===== config.mk =====
export PLATFORM = sky130hd
export DESIGN_NAME = arith_seg_scan
export DESIGN_NICKNAME = d
export VERILOG_FILES = /design/src/rtl/arith_seg_pkg.sv /design/src/rtl/seg_hex_decode.sv /design/src/rtl/arith_seg_scan.sv
export SDC_FILE = /design/constraint.sdc
export NUM_CORES = 1
export LEC_CHECK = 0
export ABC_CLOCK_PERIOD_IN_PS = 5000
export CORE_UTILIZATION = 25
export DETAILED_ROUTE_END_ITERATION = 12
export SLEW_MARGIN = 30
export SYNTH_ARGS = -nofsm -noshare
export SYNTH_HDL_FRONTEND = slang
export SYNTH_SLANG_ARGS = --single-unit

===== constraint.sdc =====
create_clock -name clk -period 5 [get_ports clk]
set_input_delay 0.75 -clock clk [delete_from_list [all_inputs] [get_ports clk]]
set_output_delay 0.75 -clock clk [all_outputs]
set_load 0.02 [all_outputs]

===== src/rtl/arith_seg_pkg.sv =====
// ----------------------------------------------------------------------------
// arith_seg_pkg
//   Shared definitions for the arith_seg_scan display slice.
//   - SEL_* : result-select codes for the 'sel' input of arith_seg_scan
//   - seg_t : seven-segment pattern {g,f,e,d,c,b,a}, active-low (0 = lit)
//   - SEG_BLANK : all segments dark
//   - hex_to_seg() : nibble -> active-low hex glyph (0-9, A, b, C, d, E, F)
// ----------------------------------------------------------------------------
package arith_seg_pkg;

    localparam logic [1:0] SEL_SUM  = 2'b00;
    localparam logic [1:0] SEL_COUT = 2'b01;
    localparam logic [1:0] SEL_DIFF = 2'b10;
    localparam logic [1:0] SEL_BOUT = 2'b11;

    typedef logic [6:0] seg_t;

    localparam seg_t SEG_BLANK = 7'h7F;

    function automatic seg_t hex_to_seg(input logic [3:0] nibble);
        seg_t s;
        case (nibble)
            4'h0:    s = 7'b1000000;
            4'h1:    s = 7'b1111001;
            4'h2:    s = 7'b0100100;
            4'h3:    s = 7'b0110000;
            4'h4:    s = 7'b0011001;
            4'h5:    s = 7'b0010010;
            4'h6:    s = 7'b0000010;
            4'h7:    s = 7'b1111000;
            4'h8:    s = 7'b0000000;
            4'h9:    s = 7'b0010000;
            4'hA:    s = 7'b0001000;
            4'hB:    s = 7'b0000011;
            4'hC:    s = 7'b1000110;
            4'hD:    s = 7'b0100001;
            4'hE:    s = 7'b0000110;
            default: s = 7'b0001110;
        endcase
        return s;
    endfunction

endpackage


===== src/rtl/seg_hex_decode.sv =====
// ----------------------------------------------------------------------------
// seg_hex_decode
//   Combinational nibble to seven-segment decoder (wraps hex_to_seg).
//   Ports:
//     nibble  in  4  hex digit value
//     seg     out 7  {g,f,e,d,c,b,a}, active-low
// ----------------------------------------------------------------------------
module seg_hex_decode
    import arith_seg_pkg::*;
(
    input  logic [3:0] nibble,
    output logic [6:0] seg
);

    assign seg = hex_to_seg(nibble);

endmodule


===== src/rtl/arith_seg_scan.sv =====
// ----------------------------------------------------------------------------
// arith_seg_scan
//   Add/subtract result selector with a capture register and a multiplexed
//   hex seven-segment driver for DIGITS common-anode digits.
//   Parameters: WIDTH (operand bits), DIGITS (hex digits shown),
//               SCAN_DIV (clk cycles each digit is held, >= 2).
//   Ports:
//     clk          in   1       rising-edge clock
//     rst_n        in   1       asynchronous reset, active-low
//     a_in, b_in   in   WIDTH   operands
//     c_in         in   1       carry-in (add) / borrow-in (subtract)
//     sel          in   2       00 sum, 01 carry-out, 10 difference, 11 borrow-out
//     load         in   1       capture selected result on this edge
//     shown_valid  out  1       a load has been captured since reset
//     seg          out  7       {g,f,e,d,c,b,a}, active-low
//     an           out  DIGITS  digit enables, one-hot active-low
//   Build option: define ARITH_SEG_LZ_BLANK_EN to blank leading-zero digits
//   (digit 0 always shows). Without it every digit shows its nibble.
// ----------------------------------------------------------------------------
module arith_seg_scan
    import arith_seg_pkg::*;
#(
    parameter int WIDTH    = 8,
    parameter int DIGITS   = 2,
    parameter int SCAN_DIV = 50000
) (
    input  logic              clk,
    input  logic              rst_n,
    input  logic [WIDTH-1:0]  a_in,
    input  logic [WIDTH-1:0]  b_in,
    input  logic              c_in,
    input  logic [1:0]        sel,
    input  logic              load,
    output logic              shown_valid,
    output logic [6:0]        seg,
    output logic [DIGITS-1:0] an
);

    localparam int CNT_W  = $clog2(SCAN_DIV);
    localparam int DIDX_W = (DIGITS > 1) ? $clog2(DIGITS) : 1;
    localparam int PAD_W  = DIGITS * 4;

    generate
        if (PAD_W < WIDTH) begin : g_width_chk
            $error("arith_seg_scan: DIGITS*4 must be >= WIDTH");
        end
    endgenerate

    // One extra bit catches carry-out / borrow-out. For subtraction the top
    // bit is set exactly when a_in < b_in + c_in (result went negative).
    logic [WIDTH:0]   sum_full;
    logic [WIDTH:0]   diff_full;
    logic [WIDTH-1:0] sel_val;

    assign sum_full  = {1'b0, a_in} + {1'b0, b_in} + (WIDTH+1)'(c_in);
    assign diff_full = {1'b0, a_in} - {1'b0, b_in} - (WIDTH+1)'(c_in);

    always_comb begin
        sel_val = '0;
        case (sel)
            SEL_SUM:  sel_val = sum_full[WIDTH-1:0];
            SEL_COUT: sel_val = WIDTH'(sum_full[WIDTH]);
            SEL_DIFF: sel_val = diff_full[WIDTH-1:0];
            default:  sel_val = WIDTH'(diff_full[WIDTH]);
        endcase
    end

    logic [WIDTH-1:0]  disp_q;
    logic [CNT_W-1:0]  pres_cnt;
    logic [DIDX_W-1:0] digit_idx;
    logic              tick;

    assign tick = (pres_cnt == CNT_W'(SCAN_DIV - 1));

    always_ff @(posedge clk or negedge rst_n) begin
        if (!rst_n) begin
            disp_q      <= '0;
            shown_valid <= 1'b0;
            pres_cnt    <= '0;
            digit_idx   <= '0;
        end else begin
            if (load) begin
                disp_q      <= sel_val;
                shown_valid <= 1'b1;
            end
            pres_cnt <= tick ? '0 : pres_cnt + 1'b1;
            if (tick) begin
                digit_idx <= (digit_idx == DIDX_W'(DIGITS - 1)) ? '0 : digit_idx + 1'b1;
            end
        end
    end

    // Zero-pad the held value to whole nibbles so upper digits read as 0.
    logic [PAD_W-1:0] disp_pad;
    logic [3:0]       cur_nib;
    logic [6:0]       dec_seg;
    logic [6:0]       seg_d;

    always_comb begin
        disp_pad = '0;
        disp_pad[WIDTH-1:0] = disp_q;
    end

    always_comb begin
        cur_nib = '0;
        for (int i = 0; i < DIGITS; i++) begin
            if (digit_idx == DIDX_W'(i)) cur_nib = disp_pad[i*4 +: 4];
        end
    end

    seg_hex_decode u_dec (
        .nibble (cur_nib),
        .seg    (dec_seg)
    );

`ifdef ARITH_SEG_LZ_BLANK_EN
    // Scan from the most significant nibble down; a digit is blank while
    // nothing at or above it is non-zero. Digit 0 always shows.
    logic [DIGITS-1:0] blank;
    logic              upper_nz;

    always_comb begin
        blank    = '0;
        upper_nz = 1'b0;
        for (int i = DIGITS - 1; i >= 0; i--) begin
            upper_nz = upper_nz | (|disp_pad[i*4 +: 4]);
            if (i != 0) blank[i] = ~upper_nz;
        end
    end

    assign seg_d = blank[digit_idx] ? SEG_BLANK : dec_seg;
`else
    assign seg_d = dec_seg;
`endif

    // Output registers sample the pre-edge value and digit, so a load shows
    // up on the display one edge after it is captured.
    always_ff @(posedge clk or negedge rst_n) begin
        if (!rst_n) begin
            seg <= SEG_BLANK;
            an  <= '1;
        end else begin
            seg <= seg_d;
            an  <= ~(DIGITS'(1) << digit_idx);
        end
    end

endmodule

[After elaboration in Yosys (flattened, before gate mapping)]
Memories as Yosys holds them, arrays and structs flattened. A register that Yosys moved wholly into a read port is not among the register bits.
Cells that the tools add are included.
Storage, ports and cells
  bits of input ports: 22
  register bits after elaboration: 28
  logic and storage cells: 23
  memory bits (read-only): 112
  memories: 1
  output and inout bits: 10
Memories
  (no name shown): words 16, width 7, rd ports 1, clocked after Yosys merged registers in 1, write ports 0, line arith_seg_pkg.sv:22  | case (nibble)
Cells by class
  shift-type cells: 1
  add/sub/neg operators: 6
  multiplexer cells: 4
  reduce and logical (&&, ||, !) cells: 2
  equality and inequality tests: 3
  bitwise gates (word level): 1
Operators with widths (number)
  8-bit case mux with 3 select lines: 1
  16-bit by 1-bit adder with 16-bit output (second input constant): 1
  16-bit == test (second input constant): 1
  16-bit 2-to-1 mux: 1
  8-bit by 8-bit adder with 9-bit output: 1
  9-bit by 1-bit adder with 9-bit output: 1
  8-bit by 8-bit subtractor with 9-bit output: 1
  9-bit by 1-bit subtractor with 9-bit output: 1
  4-bit 2-to-1 mux: 1
  2-bit by 1-bit == test with 1-bit output (second input constant): 1
  2-bit == test (second input constant): 1
  2-bit logical NOT: 1
  2-bit inverter: 1
  1-bit by 1-bit << shifter with 2-bit output (first input constant): 1
  1-bit adder (second input constant): 1
  1-bit logical NOT: 1
  1-bit 2-to-1 mux: 1

[Longest topological paths before layout]
  depth in word-level cells: 3
  mapped depth: 9
  depth with buffers taken out: 9

[Hierarchy]
Synthesis repeated with hierarchy kept, for this count alone.
Unflattened totals
  cells, all modules: 260
  area, all modules: 2556.2 um^2
Modules (own cells, without submodules)
  arith_seg_scan: cells each 228, area an instance 2280.9 um^2, instances 1, sequential area each 887.1 um^2
  seg_hex_decode: cells each 32, area an instance 275.3 um^2, instances 1, sequential area each 0.0 um^2

[Worst setup path before layout]
No wires, ideal clock.
  kind: input to register
  start: in a_in[5]
  end: reg disp_q[7], in the netlist disp_pad[7]
  library setup time: 0.125 ns
  path slack: 2.421 ns
  path buffers: 0
  stages on the path: 9
  required time: 4.875 ns
  arrival time: 2.453 ns
  cells stage by stage: inv_1 -> ha_1 -> inv_2 -> ha_1 -> a21o_1 -> a221oi_1 -> a21boi_1 -> xor2_1 -> o22ai_2
Between the ends
  cells in the longest elaborated chain, start to end: 3
  elaborated cells on any way between the ends: 5
  those cells by class: 4 x add/sub; 1 x mux
Ends and longest elaborated chain
  start, declared: line arith_seg_scan.sv:29  | input logic [WIDTH-1:0] a_in,
  8-bit by 8-bit subtractor with 9-bit output / 8-bit by 8-bit adder with 9-bit output (equally long branches): line arith_seg_scan.sv:56, arith_seg_scan.sv:55
  9-bit by 1-bit subtractor with 9-bit output / 9-bit by 1-bit adder with 9-bit output (equally long branches): line arith_seg_scan.sv:56, arith_seg_scan.sv:55
  8-bit case mux with 3 select lines *: line arith_seg_scan.sv:60  | case (sel)
  end signal, assigned: line arith_seg_scan.sv:83  | disp_q <= sel_val;
  end, declared: line arith_seg_scan.sv:68  | logic [WIDTH-1:0] disp_q;
Mark *: on every way between the ends. The rest lies on a longest branch, timed or not.
A chain may end at the register's enable or synchronous reset.

[Final worst setup path]
Ends and elaborated chain as after synthesis.

==> results.txt <==
The flow ran to the end, and the final reports show no timing, DRC or antenna violations. The worst pin sits at a relative slew slack of 61.2%. The count of nets left with antenna violations once routing finished came out at 0. After the first detailed-routing iteration, the DRC count stood at 80. The worst slack at placement was 1.77 ns. Buffers inserted to repair hold after CTS numbered 0. After the last flow step, the layout net total stands at 359. Counting every instance in the synthesized netlist gives 270. The height of the chip was 104 um; the clock share of power was 27.1%.

In the global route stage, overall resource usage came out at 10.0%. The run gives 36 as the maximum number of pins on one net before global-route repair. Port buffering added 31 buffers. 32 I/O pins were placed. Relative to the synthesized area, the layout overhead comes to 22.1%. STA classifies the critical path startpoint as an input port. For this block, the routed nets add up to 5080 um of wire.

Before antenna repair, the detailed router went through 4 iterations. The most frequent cell on the critical path was ha_1. The area share of the leading cell type in the synthesized netlist is 25.2%.

The placed cell area was 0.00305 sq mm; the clock edge transition at the registers on the reported setup and hold paths was 0.07 ns. Post-CTS timing repair inserted 0 buffers for setup. Using the TritonRoute via totals, the vias-per-cell ratio works out to 4.43.

When the netlist entered floorplanning its net count stood at 324. Once detailed placement completed, the half-perimeter wirelength came to 4100 um. The class of the most critical hold timing path is register to register. The post-route total power was 0.000822 W; the standard cell core area was 0.00991 sq mm. For this run the aggregate overflow at the end of global routing stands at 0. In the synthesized netlist the dominant register cell turns out to be dfrtp_1. The number of gates resized after cts is 0, and the max-slew violation count is 0.

Row generation in the floorplan step produced 36 rows. For the number of max-cap violations, the log shows 0. Sorting the synthesized cells by area gives the leading types as dfrtp_1 (25%), ha_1 (14%), dfstp_2 (9.2%), inv_1 (4.9%), xor2_1 (4.1%). Between clock sinks in the finished design, the worst skew comes to 0.00779 ns. Together, buffers and inverters on the worst path number 3. Clock tree synthesis found a total of 35 sinks. The fraction of the yosys area taken by sequential cells came out at 34.4%. The tools report the final hold violation count as 0.

In the post-route analysis, the smallest setup slack over all paths is 2.08 ns. The floorplan step defined a die boundary enclosing 0.0107 sq mm. Net switching is 30.9% of the power. For this run, asynchronously set or reset flops after synthesis account for 100%. The run gives 1.44 nW as the total leakage power. The time the final worst path needs with I/O delays and setup is 2.92 ns. The synthesized design spends more area on one cell type than any other, namely dfrtp_1. The clock tree synthesis step divided the H-tree into 2 levels. The run gives 0.000254 W as the switching power summed over all nets.

The run gives 40.3% as the register share of total power. The utilization of the core after routing is 31.8%, and the first-pass GRT wire length is 8710 um. The initial antenna violation count was 0; the required time of the critical path was 5.17 ns. The share of the cycle needed by the critical path after routing works out to 58.4%.

Peak clock frequency supported by timing: 0.343 GHz. In the routed design, unresolved DRC markers number 0. The number of different library cells in the post-synthesis netlist is 55. The initial core utilization is 26.0%. In the final timing run, aggregate negative setup slack is 0 ns. The number of diodes added for antenna fixing came out at 0. The tools report the data arrival time of the critical path as 3.09 ns.

Summing every instance area after synthesis gives 0.00258 sq mm. Cell internal power was estimated by the tool at 0.000568 W. During synthesis, Yosys emitted a total of 0 warnings. The cell sitting at the root of the clock tree is a clkbuf_8.

With fillers left out, the area of the finished cells amounts to 0.00315 sq mm. Largest delay contributor family on the critical path: compound AO/OA/AOI/OAI gates. The critical path start-end classification is input port to register.

At the pin with the least slew margin, the transition time is 0.566 ns. The final setup violation count is 0. The later pin in the worst-skew pair is clocked with a latency of 0.29 ns. The tools report the part of the power in combinational logic as 32.6%.

Setup repair after global routing left no endpoint under its margin. For the last weighted congestion value of the routability-driven placer, the log shows 0.850. The post-detailed-route wirelength per cell is 11.6 um, and the fraction of final layout cells sized beyond drive strength 1 is 9.48%. The total number of vias is 1945, and the worst IR drop on VDD is 122 uV. Buffers inserted during clock tree synthesis total 5.

TritonCTS built the clock tree. The synthesized design contains 35 register bits. The master of the slowest instance on the critical path was clkdlybuf4s50_1. The power per standard cell area was 261 mW/mm^2; the number of enable flip-flop cells after synthesis was 0. After synthesis, the mean cell area works out to 9.56 sq um. The tools report the maximum count of clock buffers along a single path as 2. The number of global-route vias before repair came out at 1897.

The highest net fanout along the worst path was 7; the highest cell delay on the worst timing path was 0.48 ns. In this run the horizontal extent of the chip is 104 um. The critical path goes through clkdlybuf4s50_1, inv_1, ha_1, inv_2, ha_1, a21o_1, a221oi_1, a21boi_1, xor2_1, o22ai_2. Capturing element type of the critical path: a register. The number of fill cells was 1054.
==> power groups by stage <==
stage / Sequential [W] / Clock [W] / Combinational, W
finish: 0.000331 / 0.000223 / 0.000268
global route: 0.000335 / 0.000241 / 0.000299
CTS: 0.000332 / 0.000233 / 0.000270
detailed placement: 0.000337 / 0 / 0.000269
global placement: 0.000336 / 0 / 0.000265
floorplan: 0.000357 / 0 / 0.000153
==> cell families (layout without fill, tap and decap cells) <==
group	Yosys count	count (layout)	synth area share [%]
simple gates	79	79	16.9
compound gates	51	51	14.0
buf+inv	39	75	5.77
flops	35	35	34.4
fa+ha+maj	32	32	16.7
xor+xnor	23	23	7.80
mux	11	11	4.51
==> cell usage in the layout (no fill, tap or decap), types with 6 or more instances in the layout <==
cell type	count
mux2i_1	6
dfstp_2	9
clkbuf_8	7
dfrtp_1	26
nand2_1	16
xor2_1	12
nor3_1	6
nor2_1	21
inv_1	34
xnor2_1	11
o21ai_0	6
nand3_1	8
clkdlybuf4s50_1	31
ha_1	28
a21oi_1	8
==> metal layers <==
metal,global-route usage [%],wire (um)
met3,2.27,242
met4,4.04,49
met5,0,0
met1,12.7,2440
met2,16.5,2350
==> through the flow <==
stage,cells,hold slack [ns]
5_1_grt,439,0.507
6_report,439,0.479
3_3_place_gp,431,0.461
4_1_cts,439,0.482
2_1_floorplan,270,0.350
3_5_place_dp,431,0.463
==> worst paths after layout <==
kind | start | endpoint | slack [ns] | cells past startpoint
max | a_in[5] | disp_pad[7] | 2.08 | 10
min | shown_valid | shown_valid | 0.48 | 1
max reg2reg | digit_idx | seg[2] | 2.92 | 5
min reg2reg | shown_valid | shown_valid | 0.48 | 1
max in group asynchronous | rst_n | seg[0] | 3.80 | 2
min in group asynchronous | rst_n | pres_cnt[11] | 0.86 | 2
==> worst register-to-register path, stage by stage, from the launching register on <==
cell and delay [ns]:
dfrtp_1 0.57, mux2i_1 0.53, inv_1 0.17, ha_1 0.28, or3_1 0.37, o21ai_0 0.09
==> synthesized netlist by cell type (2+ instances only) <==
library cell   n
a21o_1         4
a21boi_1       2
clkbuf_1       2
nand2_1       16
nor3_1         6
nand4_1        2
a21oi_1        8
xnor2_1       11
and3_1         3
a211o_1        3
inv_1         34
o22ai_1        4
and4_1         2
nor2_1        21
fa_1           4
buf_2          2
dfstp_2        9
nor4b_1        2
mux2i_1        6
nor4_1         3
xor2_1        12
nor2b_1        3
a211oi_1       2
o21ai_0        6
dfrtp_1       26
or2_1          2
a31oi_1        3
ha_1          28
o221ai_1       2
or3_1          2
nand3_1        8
o21ai_1        4
mux2_2         4
nor3b_1        2
a32o_1         2
==> layout make-up <==
class | count | area, sq um | area share (%)
Clock buffer | 7 | 96.3 | 3.06
Clock inverter | 1 | 7.51 | 0.238
Inverter | 35 | 131 | 4.17
Multi-Input combinational cell | 196 | 1550 | 49.0
Sequential cell | 35 | 887 | 28.1
Tap cell | 133 | 166 | 5.28
Timing Repair Buffer | 32 | 318 | 10.1
==> state kept, by name, summed over array words and instances, names as in the netlist <==
signal,cells
disp_pad,8
pres_cnt,16
seg,7
an,2
shown_valid,1
digit_idx,1
No activity file was read; power rests on OpenSTA's default activity.
